File: config.mk
export PLATFORM = sky130hd
export DESIGN_NAME = serial_adder
export DESIGN_NICKNAME = d
export VERILOG_FILES = /design/src/rtl/serial_adder_pkg.sv /design/src/rtl/addbit.sv /design/src/rtl/serial_adder.sv
export SDC_FILE = /design/constraint.sdc
export NUM_CORES = 1
export LEC_CHECK = 0
export ABC_AREA = 1
export CAP_MARGIN = 25
export CORE_MARGIN = 2
export CORE_UTILIZATION = 52
export CTS_CLUSTER_SIZE = 28
export DETAILED_ROUTE_END_ITERATION = 10
export PLACE_DENSITY = 0.79
export REMOVE_ABC_BUFFERS = 1
export SYNTH_ARGS = -nofsm -noshare
export SYNTH_HDL_FRONTEND = slang
export SYNTH_SLANG_ARGS = --single-unit
File: constraint.sdc
create_clock -name clk -period 1.6 [get_ports clk]
set_input_delay 0.48 -clock clk [delete_from_list [all_inputs] [get_ports clk]]
set_output_delay 0.48 -clock clk [all_outputs]
set_load 0.01 [all_outputs]
File: src/rtl/serial_adder_pkg.sv
// ============================================================================
// Module      : serial_adder_pkg
// Description : Shared state encoding and default width for serial_adder.
// Revision    : 1.0 - initial release
// ============================================================================
`default_nettype none

package serial_adder_pkg;

  localparam logic [1:0] IDLE = 2'd0;
  localparam logic [1:0] RUN  = 2'd1;
  localparam logic [1:0] DONE = 2'd2;

  localparam int SERIAL_ADDER_WIDTH = 8;

  typedef enum logic [1:0] {
    S_IDLE = IDLE,
    S_RUN  = RUN,
    S_DONE = DONE
  } state_e;

endpackage : serial_adder_pkg

`default_nettype wire

File: src/rtl/addbit.sv
// ============================================================================
// Module      : addbit
// Description : 1-bit full adder cell.
// Revision    : 1.0 - initial release
// ============================================================================
`default_nettype none

module addbit (
  input  logic a,
  input  logic b,
  input  logic ci,
  output logic sum,
  output logic co
);

  assign sum = a ^ b ^ ci;
  assign co  = (a & b) | (a & ci) | (b & ci);

endmodule : addbit

`default_nettype wire

File: src/rtl/serial_adder.sv
// ============================================================================
// Module      : serial_adder
// Description : Bit-serial WIDTH-bit adder built around one addbit cell,
//               LSB first, WIDTH cycles per add. Optional macro
//               SERIAL_ADDER_OVF_EN adds a registered two's-complement ovf.
// Revision    : 1.0 - initial release
// ============================================================================
`default_nettype none

module serial_adder
  import serial_adder_pkg::*;
#(
  parameter int WIDTH = SERIAL_ADDER_WIDTH
) (
  input  logic             clk,
  input  logic             rst,
  input  logic             start,
  input  logic [WIDTH-1:0] a_in,
  input  logic [WIDTH-1:0] b_in,
  input  logic             cin,
  output logic             busy,
  output logic             done,
  output logic [WIDTH-1:0] sum_out,
`ifdef SERIAL_ADDER_OVF_EN
  output logic             ovf,
`endif
  output logic             cout
);

  localparam int CNT_W = (WIDTH > 1) ? $clog2(WIDTH) : 1;

  state_e             state;
  state_e             state_nxt;
  logic [WIDTH-1:0]   a_sh;
  logic [WIDTH-1:0]   b_sh;
  logic               carry;
  logic [CNT_W-1:0]   cnt;
  logic               s_bit;
  logic               c_bit;
  logic [WIDTH-1:0]   sum_nxt;
  logic               accept;
  logic               last;

  assign accept = start && ((state == S_IDLE) || (state == S_DONE));
  assign last   = (state == S_RUN) && (cnt == CNT_W'(WIDTH - 1));

  addbit u_addbit (
    .a   (a_sh[0]),
    .b   (b_sh[0]),
    .ci  (carry),
    .sum (s_bit),
    .co  (c_bit)
  );

  always_ff @(posedge clk or posedge rst) begin
    if (rst) begin
      state <= S_IDLE;
    end else begin
      state <= state_nxt;
    end
  end

  always_comb begin
    state_nxt = state;
    busy      = 1'b0;
    done      = 1'b0;
    case (state)
      S_IDLE: begin
        if (start) state_nxt = S_RUN;
      end
      S_RUN: begin
        busy = 1'b1;
        if (last) state_nxt = S_DONE;
      end
      S_DONE: begin
        done      = 1'b1;
        state_nxt = start ? S_RUN : S_IDLE;
      end
      default: state_nxt = S_IDLE;
    endcase
  end

  // Only WIDTH-1 partial sum bits need storing: the newest bit comes straight
  // from the adder on the final edge.
  generate
    if (WIDTH == 1) begin : g_sum_w1
      assign sum_nxt = s_bit;
    end else begin : g_sum_wn
      logic [WIDTH-2:0] sum_sh;

      assign sum_nxt = {s_bit, sum_sh};

      always_ff @(posedge clk or posedge rst) begin
        if (rst) begin
          sum_sh <= '0;
        end else if (state == S_RUN) begin
          sum_sh <= sum_nxt[WIDTH-1:1];
        end
      end
    end
  endgenerate

  always_ff @(posedge clk or posedge rst) begin
    if (rst) begin
      a_sh    <= '0;
      b_sh    <= '0;
      carry   <= 1'b0;
      cnt     <= '0;
      sum_out <= '0;
      cout    <= 1'b0;
`ifdef SERIAL_ADDER_OVF_EN
      ovf     <= 1'b0;
`endif
    end else if (accept) begin
      a_sh  <= a_in;
      b_sh  <= b_in;
      carry <= cin;
      cnt   <= '0;
    end else if (state == S_RUN) begin
      a_sh  <= a_sh >> 1;
      b_sh  <= b_sh >> 1;
      carry <= c_bit;
      cnt   <= cnt + CNT_W'(1);
      if (last) begin
        sum_out <= sum_nxt;
        cout    <= c_bit;
`ifdef SERIAL_ADDER_OVF_EN
        // Operand MSBs sit at bit 0 of the shifters on the final edge.
        ovf     <= (a_sh[0] == b_sh[0]) && (s_bit != a_sh[0]);
`endif
      end
    end
  end

endmodule : serial_adder

`default_nettype wire

# Word level (Yosys, flattened, before mapping)
# Cells that the tools add are included.
[totals]
in_bits = 20
reg_bits = 38
[classes]
n_reduce_logical = 7
addsub = 1
mux = 14
bitwise_logic = 8
eq_ne = 5
[ops]
columns = ["cell", "count"]
rows = [
  ["8-bit 2-to-1 mux", 4],
  ["3-bit 2-to-1 mux", 2],
  ["2-bit case mux with 3 select lines", 1],
  ["1-bit 2-to-1 mux", 5],
  ["2-bit 2-to-1 mux", 2],
  ["2-bit inequality test (second input constant)", 2],
  ["3-bit by 1-bit adder with 3-bit output (second input constant)", 1],
  ["1-bit bitwise AND", 3],
  ["3-bit equality test (second input constant)", 1],
  ["3-bit AND reduction", 1],
  ["2-bit by 1-bit equality test with 1-bit output (second input constant)", 1],
  ["2-bit equality test (second input constant)", 1],
  ["1-bit logical AND", 2],
  ["2-bit logical NOT", 1],
  ["1-bit OR", 2],
  ["2-bit AND reduction", 1],
  ["2-bit nonzero test", 1],
  ["1-bit bitwise XOR", 2],
  ["1-bit logical OR", 1],
  ["1-bit NOT", 1],
]

# Longest topological paths before layout
# Gate-level depths: netlist of the first run.
[depth]
depth_word = 5
ltp_mapped = 8
mapped_depth_nobuf = 6

# By module
# Synthesis of the first run repeated with hierarchy kept, for this count alone.
[hier_totals]
cells_unflattened = 211
area_unflattened_um2 = 1756.7
[by_module_without_submodules]
columns = ["module", "area_each_um2", "instances", "seq_area_each_um2", "cells_per_inst"]
rows = [
  ["serial_adder", 1736.7, 1, 950.9, 210],
  ["addbit", 20.0, 1, 0.0, 1],
]

# Worst setup path after synthesis of the first run
# No wires, ideal clock.
[synth_path]
kind = "reg2out"
startpoint = "register state[1]"
endpoint = "output port done"
path_buffers = 1
required_ps = 1120
path_stages_with_launch = 4
path_slack_ps = 295
arrival_time_ps = 825
cell_sequence = "dfrtp_1 > inv_2 > clkbuf_1 > nor2_1"
[synth_via]
elab_chain_len = 2
[synth_rtl]
columns = ["element", "line_no", "source"]
rows = [
  ["start: declaration", "serial_adder.sv:32", "state_e state;"],
  ["start signal: assignment", "serial_adder.sv:59", "state <= state_nxt;"],
  ["2-bit equality test", "serial_adder.sv:67", "case (state)"],
  ["1-bit 2-to-1 mux", "serial_adder.sv:67", ""],
  ["end: declaration", "serial_adder.sv:22", "output logic done,"],
]
# No other way between the ends.

# Worst setup path after layout of the first run
[layout_path]
startpoint = "register state[1]"
endpoint = "output port busy"
[layout_via]
elab_chain_len = 2
[layout_rtl]
columns = ["element", "line_no", "source"]
rows = [
  ["2-bit by 1-bit equality test with 1-bit output", "serial_adder.sv:67", ""],
  ["1-bit 2-to-1 mux", "serial_adder.sv:67", ""],
  ["end: declaration", "serial_adder.sv:21", "output logic busy,"],
]
# No other way between the ends.

==> impl_results.html, run 1 <==
<table>
<tr><th>Metric</th><th>Value</th></tr>
<tr><th colspan="2">Setup path</th></tr>
<tr><td>Largest delay contributor family on the critical path</td><td>flip-flops</td></tr>
<tr><td>Worst reg-to-reg setup slack</td><td>0.23 ns</td></tr>
<tr><td>Cell with the largest stage delay on the worst path</td><td>dfrtp_1</td></tr>
<tr><td>Data arrival at the endpoint of the critical path</td><td>1.13 ns</td></tr>
<tr><td>Number of logic stages on the critical path including buffering</td><td>3</td></tr>
<tr><td>Critical R2R Capture</td><td>a_sh[6]</td></tr>
<tr><td>Critical path's most frequent cell</td><td>buf_6</td></tr>
<tr><td>Worst path cell trace</td><td>buf_6 -&gt; nor2_4 -&gt; buf_6</td></tr>
<tr><td>Largest stage delay, worst path</td><td>0.42 ns</td></tr>
<tr><td>Critical register-to-register path startpoint</td><td>state[1]</td></tr>
<tr><td>Critical Path Sink Type</td><td>output port</td></tr>
<tr><td>Startpoint Class</td><td>register</td></tr>
<tr><td>Count of buffer and inverter cells on the critical path</td><td>2</td></tr>
<tr><td>Critical path class</td><td>register to output port</td></tr>
<tr><td>Worst endpoint required time</td><td>1.12 ns</td></tr>
<tr><td>Reg2reg path depth</td><td>8</td></tr>
<tr><td>Critical-path maximum fanout</td><td>2</td></tr>
<tr><th colspan="2">Layout</th></tr>
<tr><td>Most frequent standard cell in the layout excluding fill and tap cells</td><td>nand2_1</td></tr>
<tr><td>Highest-count cells in the layout ignoring fill and taps</td><td>nand2_1 (84), dfrtp_1 (38), inv_1 (30)</td></tr>
<tr><td>Filler Cells Inserted</td><td>300</td></tr>
<tr><td>Share of cells above drive strength 1</td><td>0.165</td></tr>
<tr><td>Diode insertion count for antenna repair</td><td>0</td></tr>
<tr><td>Growth of design area from synthesis to finish</td><td>29.2%</td></tr>
<tr><td>Total number of nets in the final design</td><td>282</td></tr>
<tr><td>Layout Utilization</td><td>0.689</td></tr>
<tr><th colspan="2">STA</th></tr>
<tr><td>Setup Skew</td><td>0.0106 ns</td></tr>
<tr><td>Slew at the pin with the worst max-slew slack</td><td>0.222 ns</td></tr>
<tr><td>Final setup viols</td><td>2</td></tr>
<tr><td>Number of slew-limit violations in the final report</td><td>0</td></tr>
<tr><td>Fmax</td><td>621 MHz</td></tr>
<tr><td>Final Hold Fails</td><td>0</td></tr>
<tr><td>Fraction of the cycle the final worst path needs</td><td>1.01</td></tr>
<tr><td>Worst setup margin</td><td>-0.00992 ns</td></tr>
<tr><td>RSZ-0062 raised after global routing</td><td>yes</td></tr>
<tr><td>Setup TNS Final</td><td>-0.0125 ns</td></tr>
<tr><td>Shortest period the worst path allows</td><td>1.61 ns</td></tr>
<tr><td>Slew HR</td><td>0.852</td></tr>
<tr><th colspan="2">CTS</th></tr>
<tr><td>Clock slew at reported path FFs</td><td>0.12 ns</td></tr>
<tr><td>Clock Sink Count</td><td>38</td></tr>
<tr><td>TritonCTS clock tree</td><td>built</td></tr>
<tr><td>CTS hold repair buffers</td><td>0</td></tr>
<tr><td>Number of levels in the clock H-tree</td><td>2</td></tr>
<tr><td>CTS buffer count</td><td>5</td></tr>
<tr><td>Source-to-sink clock delay at the later pin of the worst-skew pair</td><td>0.35 ns</td></tr>
<tr><td>Cell at the root of the clock tree</td><td>clkbuf_4</td></tr>
<tr><td>Number of buffers on the longest clock path</td><td>2</td></tr>
<tr><th colspan="2">Power</th></tr>
<tr><td>Leak</td><td>1.25 nW</td></tr>
<tr><td>Max rail drop VDD</td><td>814 uV</td></tr>
<tr><td>PD cells</td><td>1780 nW/um2</td></tr>
<tr><th colspan="2">Route</th></tr>
<tr><td>Detail-routed net length per standard cell</td><td>10.6 um</td></tr>
<tr><td>Vias per Instance</td><td>4.68</td></tr>
<tr><td>Vias</td><td>1431</td></tr>
<tr><td>Post-route antenna net violation count</td><td>0</td></tr>
<tr><td>Starting DRC count in detailed routing</td><td>70</td></tr>
<tr><td>Final wirelength</td><td>3240 um</td></tr>
<tr><td>Detailed-route DRC error count</td><td>0</td></tr>
<tr><td>Number of iterations in the first detailed-routing pass</td><td>4</td></tr>
<tr><th colspan="2">Outcome</th></tr>
<tr><td>Run status</td><td>complete, but fails checks</td></tr>
<tr><td>Failing checks</td><td>setup timing</td></tr>
<tr><th colspan="2">Global routing</th></tr>
<tr><td>Pin count of the biggest net entering global routing</td><td>39</td></tr>
<tr><td>Wire length of the first global-routing pass</td><td>6050 um</td></tr>
<tr><td>Number of antenna violations at the first check in global routing</td><td>0</td></tr>
<tr><td>All-layer global routing usage</td><td>0.201</td></tr>
<tr><td>Via count of the first global-routing pass</td><td>1434</td></tr>
<tr><td>Congestion Overflow GR</td><td>0</td></tr>
<tr><th colspan="2">Synth</th></tr>
<tr><td>Combined area of all synthesized cells</td><td>1770 um2</td></tr>
<tr><td>Register bit count reported by yosys</td><td>38</td></tr>
<tr><td>Post-synthesis cell type count</td><td>18</td></tr>
<tr><td>Sequential area share after synthesis</td><td>0.538</td></tr>
<tr><td>Number of warnings issued by yosys</td><td>0</td></tr>
<tr><td>Number of cells produced by synthesis</td><td>213</td></tr>
<tr><td>Mean area per synthesized cell</td><td>8.29 um2</td></tr>
<tr><th colspan="2">Die</th></tr>
<tr><td>Die Y</td><td>62.3 um</td></tr>
<tr><td>Die Footprint</td><td>3880 um2</td></tr>
<tr><td>Area of the core</td><td>3310 um2</td></tr>
<tr><td>Boundary pin count</td><td>31</td></tr>
<tr><td>FP Rows</td><td>21</td></tr>
<tr><td>Die boundary width</td><td>62.3 um</td></tr>
<tr><td>Initial standard-cell utilization of the core</td><td>0.534</td></tr>
<tr><th colspan="2">Run</th></tr>
<tr><td>Maxcap violations</td><td>0</td></tr>
<tr><th colspan="2">Min path</th></tr>
<tr><td>Path category of the worst min-delay check</td><td>primary input to asynchronous set/reset pin</td></tr>
<tr><th colspan="2">Placement</th></tr>
<tr><td>Detail Placement HPWL</td><td>2220 um</td></tr>
<tr><td>Count of input and output buffers</td><td>30</td></tr>
<tr><td>Routability congestion estimate</td><td>0.853</td></tr>
<tr><td>Placement Setup Slack</td><td>-0.0594 ns</td></tr>
</table>
==> cells by family after synthesis <==
kind of cell,count (synthesis),synth area share
AO/OA/AOI/OAI,17,0.0630
AND/OR/NAND/NOR,114,0.275
buffers and inverters,41,0.0984
flip-flops,38,0.538
adder cells (fa/ha/maj),3,0.0255
==> how the worst max path moves through the flow <==
| stage | from | endpoint | slack, ns |
|---|---|---|---|
| after floorplan | rst | a_sh[0] | 0.26 |
| after global placement | start | a_sh[4] | -0.03 |
| after detailed placement | start | a_sh[4] | -0.06 |
| after CTS | state[1] | busy | 0.006 |
| after global routing | state[1] | busy | -0.08 |
| final | state[1] | busy | -0.01 |
==> through the flow <==
stage / hold slack, ns / area (um2) / std cells / power (mW)
2_1_floorplan: 0.442 / 1720 / 206 / 2.83
3_3_place_gp: 0.455 / 2180 / 294 / 3.49
3_5_place_dp: 0.465 / 2180 / 294 / 3.56
4_1_cts: 0.470 / 2280 / 306 / 4.09
5_1_grt: 0.482 / 2280 / 306 / 4.48
6_report: 0.464 / 2280 / 306 / 4.07
==> layout make-up <==
cell class,instances,area (um2),area share
clock buffer,6,51.3,0.0225
multi-input combinational,134,649,0.285
clock inverter,2,12.5,0.00548
inverter,34,133,0.0581
sequential,38,951,0.417
tap,46,57.6,0.0252
timing repair buffer,46,428,0.187
==> power by group <==
part / switching, mW / internal, mW
clock network: 0.324 / 0.211
logic: 1.08 / 0.805
registers: 0.239 / 1.41
total: 1.64 / 2.42
==> timing repair <==
item	4_1_cts	5_1_grt
resized for setup	21	2
pin swaps	2	1
buffers inserted	4	0
setup endpoints to repair	11	2
==> cells in the mapped netlist (all sizes together) <==
| master | n | share of area |
|---|---|---|
| nor2 | 6 | 0.017 |
| inv | 34 | 0.074 |
| clkbuf | 3 | 0.0064 |
| buf | 4 | 0.018 |
| o21ai | 16 | 0.060 |
| nand3 | 20 | 0.057 |
| ha | 2 | 0.014 |
| nand2 | 88 | 0.20 |
| fa | 1 | 0.011 |
| a21oi | 1 | 0.0028 |
| dfrtp | 38 | 0.54 |
==> state kept, by name, summed over array words and instances (netlist names) <==
signal,cells
cnt,3
sum_out,8
carry,1
a_sh,8
g_sum_wn.sum_sh,7
cout,1
b_sh,8
state,2
==> routing by layer <==
metal  GRT usage  vias up  routed length (um)
li1            -      735                   -
met1       0.250      643                1480
met2       0.326       42                1530
met3      0.0670       11                 156
met4      0.0778        0                  77
met5           0        -                   0
==> worst reg2reg max path: stages (launching register included) <==
cell and delay, ns:
dfrtp_1 0.42, buf_4 0.15, inv_4 0.06, buf_4 0.16
nand2_2 0.09, nand2_4 0.12, inv_4 0.10, nand2_1 0.10
nand2_1 0.07
Note: power is estimated with default switching activity, not from simulation.
==> run 2: changes to the inputs <==
--- a/config.mk
+++ b/config.mk
@@ -11,6 +11,7 @@
 export CORE_UTILIZATION = 52
 export CTS_CLUSTER_SIZE = 28
 export DETAILED_ROUTE_END_ITERATION = 10
+export HOLD_SLACK_MARGIN = 0.08
 export PLACE_DENSITY = 0.79
 export REMOVE_ABC_BUFFERS = 1
 export SYNTH_ARGS = -nofsm -noshare
==> results of run 2 <==
No change in the layout: final DEF, timing and power equal those of run 1.
==> run 3: changes to the inputs <==
--- a/config.mk
+++ b/config.mk
@@ -13,7 +13,7 @@
 export DETAILED_ROUTE_END_ITERATION = 10
 export HOLD_SLACK_MARGIN = 0.08
 export PLACE_DENSITY = 0.79
-export REMOVE_ABC_BUFFERS = 1
 export SYNTH_ARGS = -nofsm -noshare
 export SYNTH_HDL_FRONTEND = slang
 export SYNTH_SLANG_ARGS = --single-unit
+export TNS_END_PERCENT = 5
==> impl_results.html, run 3 (same netlist as run 1, synthesis figures left out) <==
<table>
<tr><th>Metric</th><th>Value</th></tr>
<tr><th colspan="2">Setup path</th></tr>
<tr><td>Largest stage delay, worst path</td><td>0.43 ns</td></tr>
<tr><td>Critical R2R Capture</td><td>a_sh[0]</td></tr>
<tr><td>Reg2reg path depth</td><td>8</td></tr>
<tr><td>Cell with the largest stage delay on the worst path</td><td>dfrtp_1</td></tr>
<tr><td>Critical register-to-register path startpoint</td><td>state[1]</td></tr>
<tr><td>Worst path cell trace</td><td>buf_6 -&gt; nor2_4 -&gt; buf_6</td></tr>
<tr><td>Data arrival at the endpoint of the critical path</td><td>1.12 ns</td></tr>
<tr><td>Largest delay contributor family on the critical path</td><td>flip-flops</td></tr>
<tr><td>Critical Path Sink Type</td><td>output port</td></tr>
<tr><td>Critical path class</td><td>register to output port</td></tr>
<tr><td>Critical-path maximum fanout</td><td>2</td></tr>
<tr><td>Worst reg-to-reg setup slack</td><td>0.26 ns</td></tr>
<tr><td>Count of buffer and inverter cells on the critical path</td><td>2</td></tr>
<tr><td>Worst endpoint required time</td><td>1.12 ns</td></tr>
<tr><td>Startpoint Class</td><td>register</td></tr>
<tr><td>Critical path's most frequent cell</td><td>buf_6</td></tr>
<tr><th colspan="2">Layout</th></tr>
<tr><td>Top flop regs</td><td>a_sh: 8 flops, b_sh: 8 flops, sum_out: 8 flops</td></tr>
<tr><td>Number of cells in the finished layout apart from fillers</td><td>303</td></tr>
<tr><td>Layout Utilization</td><td>0.688</td></tr>
<tr><td>Share of cells above drive strength 1</td><td>0.156</td></tr>
<tr><td>Register area</td><td>951 um2</td></tr>
<tr><td>Diode insertion count for antenna repair</td><td>0</td></tr>
<tr><td>Most frequent standard cell in the layout excluding fill and tap cells</td><td>nand2_1</td></tr>
<tr><td>Total number of nets in the final design</td><td>279</td></tr>
<tr><td>Highest-count cells in the layout ignoring fill and taps</td><td>nand2_1 (84), dfrtp_1 (38), inv_1 (30)</td></tr>
<tr><td>Filler Cells Inserted</td><td>290</td></tr>
<tr><td>Growth of design area from synthesis to finish</td><td>28.9%</td></tr>
<tr><td>Area occupied by multi-input gates</td><td>649 um2</td></tr>
<tr><th colspan="2">STA</th></tr>
<tr><td>Slew at the pin with the worst max-slew slack</td><td>0.224 ns</td></tr>
<tr><td>Fmax</td><td>624 MHz</td></tr>
<tr><td>Number of slew-limit violations in the final report</td><td>0</td></tr>
<tr><td>Worst setup margin</td><td>-0.00312 ns</td></tr>
<tr><td>Final setup viols</td><td>1</td></tr>
<tr><td>RSZ-0062 raised after global routing</td><td>yes</td></tr>
<tr><td>Setup Skew</td><td>0.00510 ns</td></tr>
<tr><td>Fraction of the cycle the final worst path needs</td><td>1.00</td></tr>
<tr><td>Shortest period the worst path allows</td><td>1.60 ns</td></tr>
<tr><td>Slew HR</td><td>0.850</td></tr>
<tr><td>Final Hold Fails</td><td>0</td></tr>
<tr><td>Smallest hold slack</td><td>0.480 ns</td></tr>
<tr><th colspan="2">CTS</th></tr>
<tr><td>Number of levels in the clock H-tree</td><td>2</td></tr>
<tr><td>CTS buffer count</td><td>5</td></tr>
<tr><td>Clock Sink Count</td><td>38</td></tr>
<tr><td>Cell at the root of the clock tree</td><td>clkbuf_4</td></tr>
<tr><td>Number of buffers on the longest clock path</td><td>2</td></tr>
<tr><td>Clock slew at reported path FFs</td><td>0.11 ns</td></tr>
<tr><td>Source-to-sink clock delay at the later pin of the worst-skew pair</td><td>0.34 ns</td></tr>
<tr><td>TritonCTS clock tree</td><td>built</td></tr>
<tr><td>CTS hold repair buffers</td><td>0</td></tr>
<tr><th colspan="2">Outcome</th></tr>
<tr><td>Run status</td><td>complete, but fails checks</td></tr>
<tr><td>Failing checks</td><td>setup timing</td></tr>
<tr><th colspan="2">Die</th></tr>
<tr><td>Die Footprint</td><td>3880 um2</td></tr>
<tr><td>FP Rows</td><td>21</td></tr>
<tr><td>Die boundary width</td><td>62.3 um</td></tr>
<tr><td>Initial standard-cell utilization of the core</td><td>0.534</td></tr>
<tr><td>Die Y</td><td>62.3 um</td></tr>
<tr><td>Boundary pin count</td><td>31</td></tr>
<tr><td>Area of the core</td><td>3310 um2</td></tr>
<tr><th colspan="2">Route</th></tr>
<tr><td>Number of iterations in the first detailed-routing pass</td><td>5</td></tr>
<tr><td>Post-route antenna net violation count</td><td>0</td></tr>
<tr><td>Starting DRC count in detailed routing</td><td>62</td></tr>
<tr><td>Total met2 wirelength after detailed routing</td><td>1620 um</td></tr>
<tr><td>Detailed-route DRC error count</td><td>0</td></tr>
<tr><td>Detail-routed net length per standard cell</td><td>11.1 um</td></tr>
<tr><td>Uppermost layer routed</td><td>met4</td></tr>
<tr><td>Met1 wire length</td><td>1550 um</td></tr>
<tr><td>Final wirelength</td><td>3370 um</td></tr>
<tr><td>Routed met3 length</td><td>155 um</td></tr>
<tr><td>Vias per Instance</td><td>4.74</td></tr>
<tr><td>Vias</td><td>1435</td></tr>
<tr><th colspan="2">Placement</th></tr>
<tr><td>Routability congestion estimate</td><td>0.798</td></tr>
<tr><td>Count of input and output buffers</td><td>30</td></tr>
<tr><td>Placed Cells</td><td>293</td></tr>
<tr><td>Placement Setup Slack</td><td>-0.0303 ns</td></tr>
<tr><td>Detail Placement HPWL</td><td>2380 um</td></tr>
<tr><th colspan="2">Global routing</th></tr>
<tr><td>Congestion Overflow GR</td><td>0</td></tr>
<tr><td>Number of antenna violations at the first check in global routing</td><td>0</td></tr>
<tr><td>Wire length of the first global-routing pass</td><td>6080 um</td></tr>
<tr><td>Pin count of the biggest net entering global routing</td><td>39</td></tr>
<tr><td>All-layer global routing usage</td><td>0.202</td></tr>
<tr><td>Via count of the first global-routing pass</td><td>1328</td></tr>
<tr><th colspan="2">Power</th></tr>
<tr><td>Leak</td><td>1.25 nW</td></tr>
<tr><td>PD cells</td><td>1840 nW/um2</td></tr>
<tr><td>Final total power</td><td>4.18 mW</td></tr>
<tr><td>Max rail drop VDD</td><td>946 uV</td></tr>
<tr><th colspan="2">Run</th></tr>
<tr><td>Maxcap violations</td><td>0</td></tr>
<tr><th colspan="2">Min path</th></tr>
<tr><td>Path category of the worst min-delay check</td><td>primary input to asynchronous set/reset pin</td></tr>
<tr><th colspan="2">Synth</th></tr>
<tr><td>Total nets after synthesis</td><td>236</td></tr>
</table>
## run 3: cell count changes in the layout (fill, tap and decap cells not counted), sizes merged
| cell | before | now |
|---|---|---|
| buf | 18 | 15 |
| bufinv | 0 | 1 |
| clkbuf | 6 | 5 |
| clkinv | 1 | 2 |
| clkinvlp | 1 | 0 |
## run 3: timing repair
action                                  CTS  global route
gates resized for setup                  20             4
buffers inserted                          2             0
endpoints found under the setup margin   11             1
## run 3: final cells by class
type,instances,area share
sequential,38,0.418
tap,46,0.0253
multi-input combinational,134,0.285
timing repair buffer,43,0.180
clock inverter,3,0.0176
inverter,34,0.0582
clock buffer,5,0.0165
## run 3: power breakdown
group	internal [mW]	leakage, nW	total (mW)	switching, mW
Sequential	1.41	0.477	1.66	0.249
Combinational	0.799	0.730	1.88	1.08
Clock	0.324	0.0450	0.641	0.317
## run 3: worst max path at each step
stage	from	to	slack [ns]	cells past startpoint
after global placement	state[1]	done	-0.002	3
after detailed placement	start	a_sh[6]	-0.03	8
after floorplan	rst	a_sh[0]	0.26	1
final	state[0]	done	-0.003	3
after CTS	state[0]	done	-0.02	3
after global routing	state[0]	done	-0.06	3
## run 3: layer usage
| layer | global-route usage | up-vias |
|---|---|---|
| li1 | - | 728 |
| met1 | 0.265 | 661 |
| met2 | 0.327 | 41 |
| met3 | 0.0562 | 5 |
| met4 | 0.0667 | 0 |
| met5 | 0 | - |
## run 3: metrics by stage
| stage | TNS [ns] | instance area [um2] |
|---|---|---|
| global route | -0.0633 | 2280 |
| finish | -0.00312 | 2280 |
| detailed placement | -0.178 | 2180 |
| global placement | -0.00158 | 2180 |
| floorplan | 0 | 1770 |
| CTS | -0.0192 | 2260 |
## run 3: worst min-delay path, cell delays in order
cell and delay [ns]:
clkdlybuf4s50_1 0.40, inv_1 0.10, buf_12 0.23
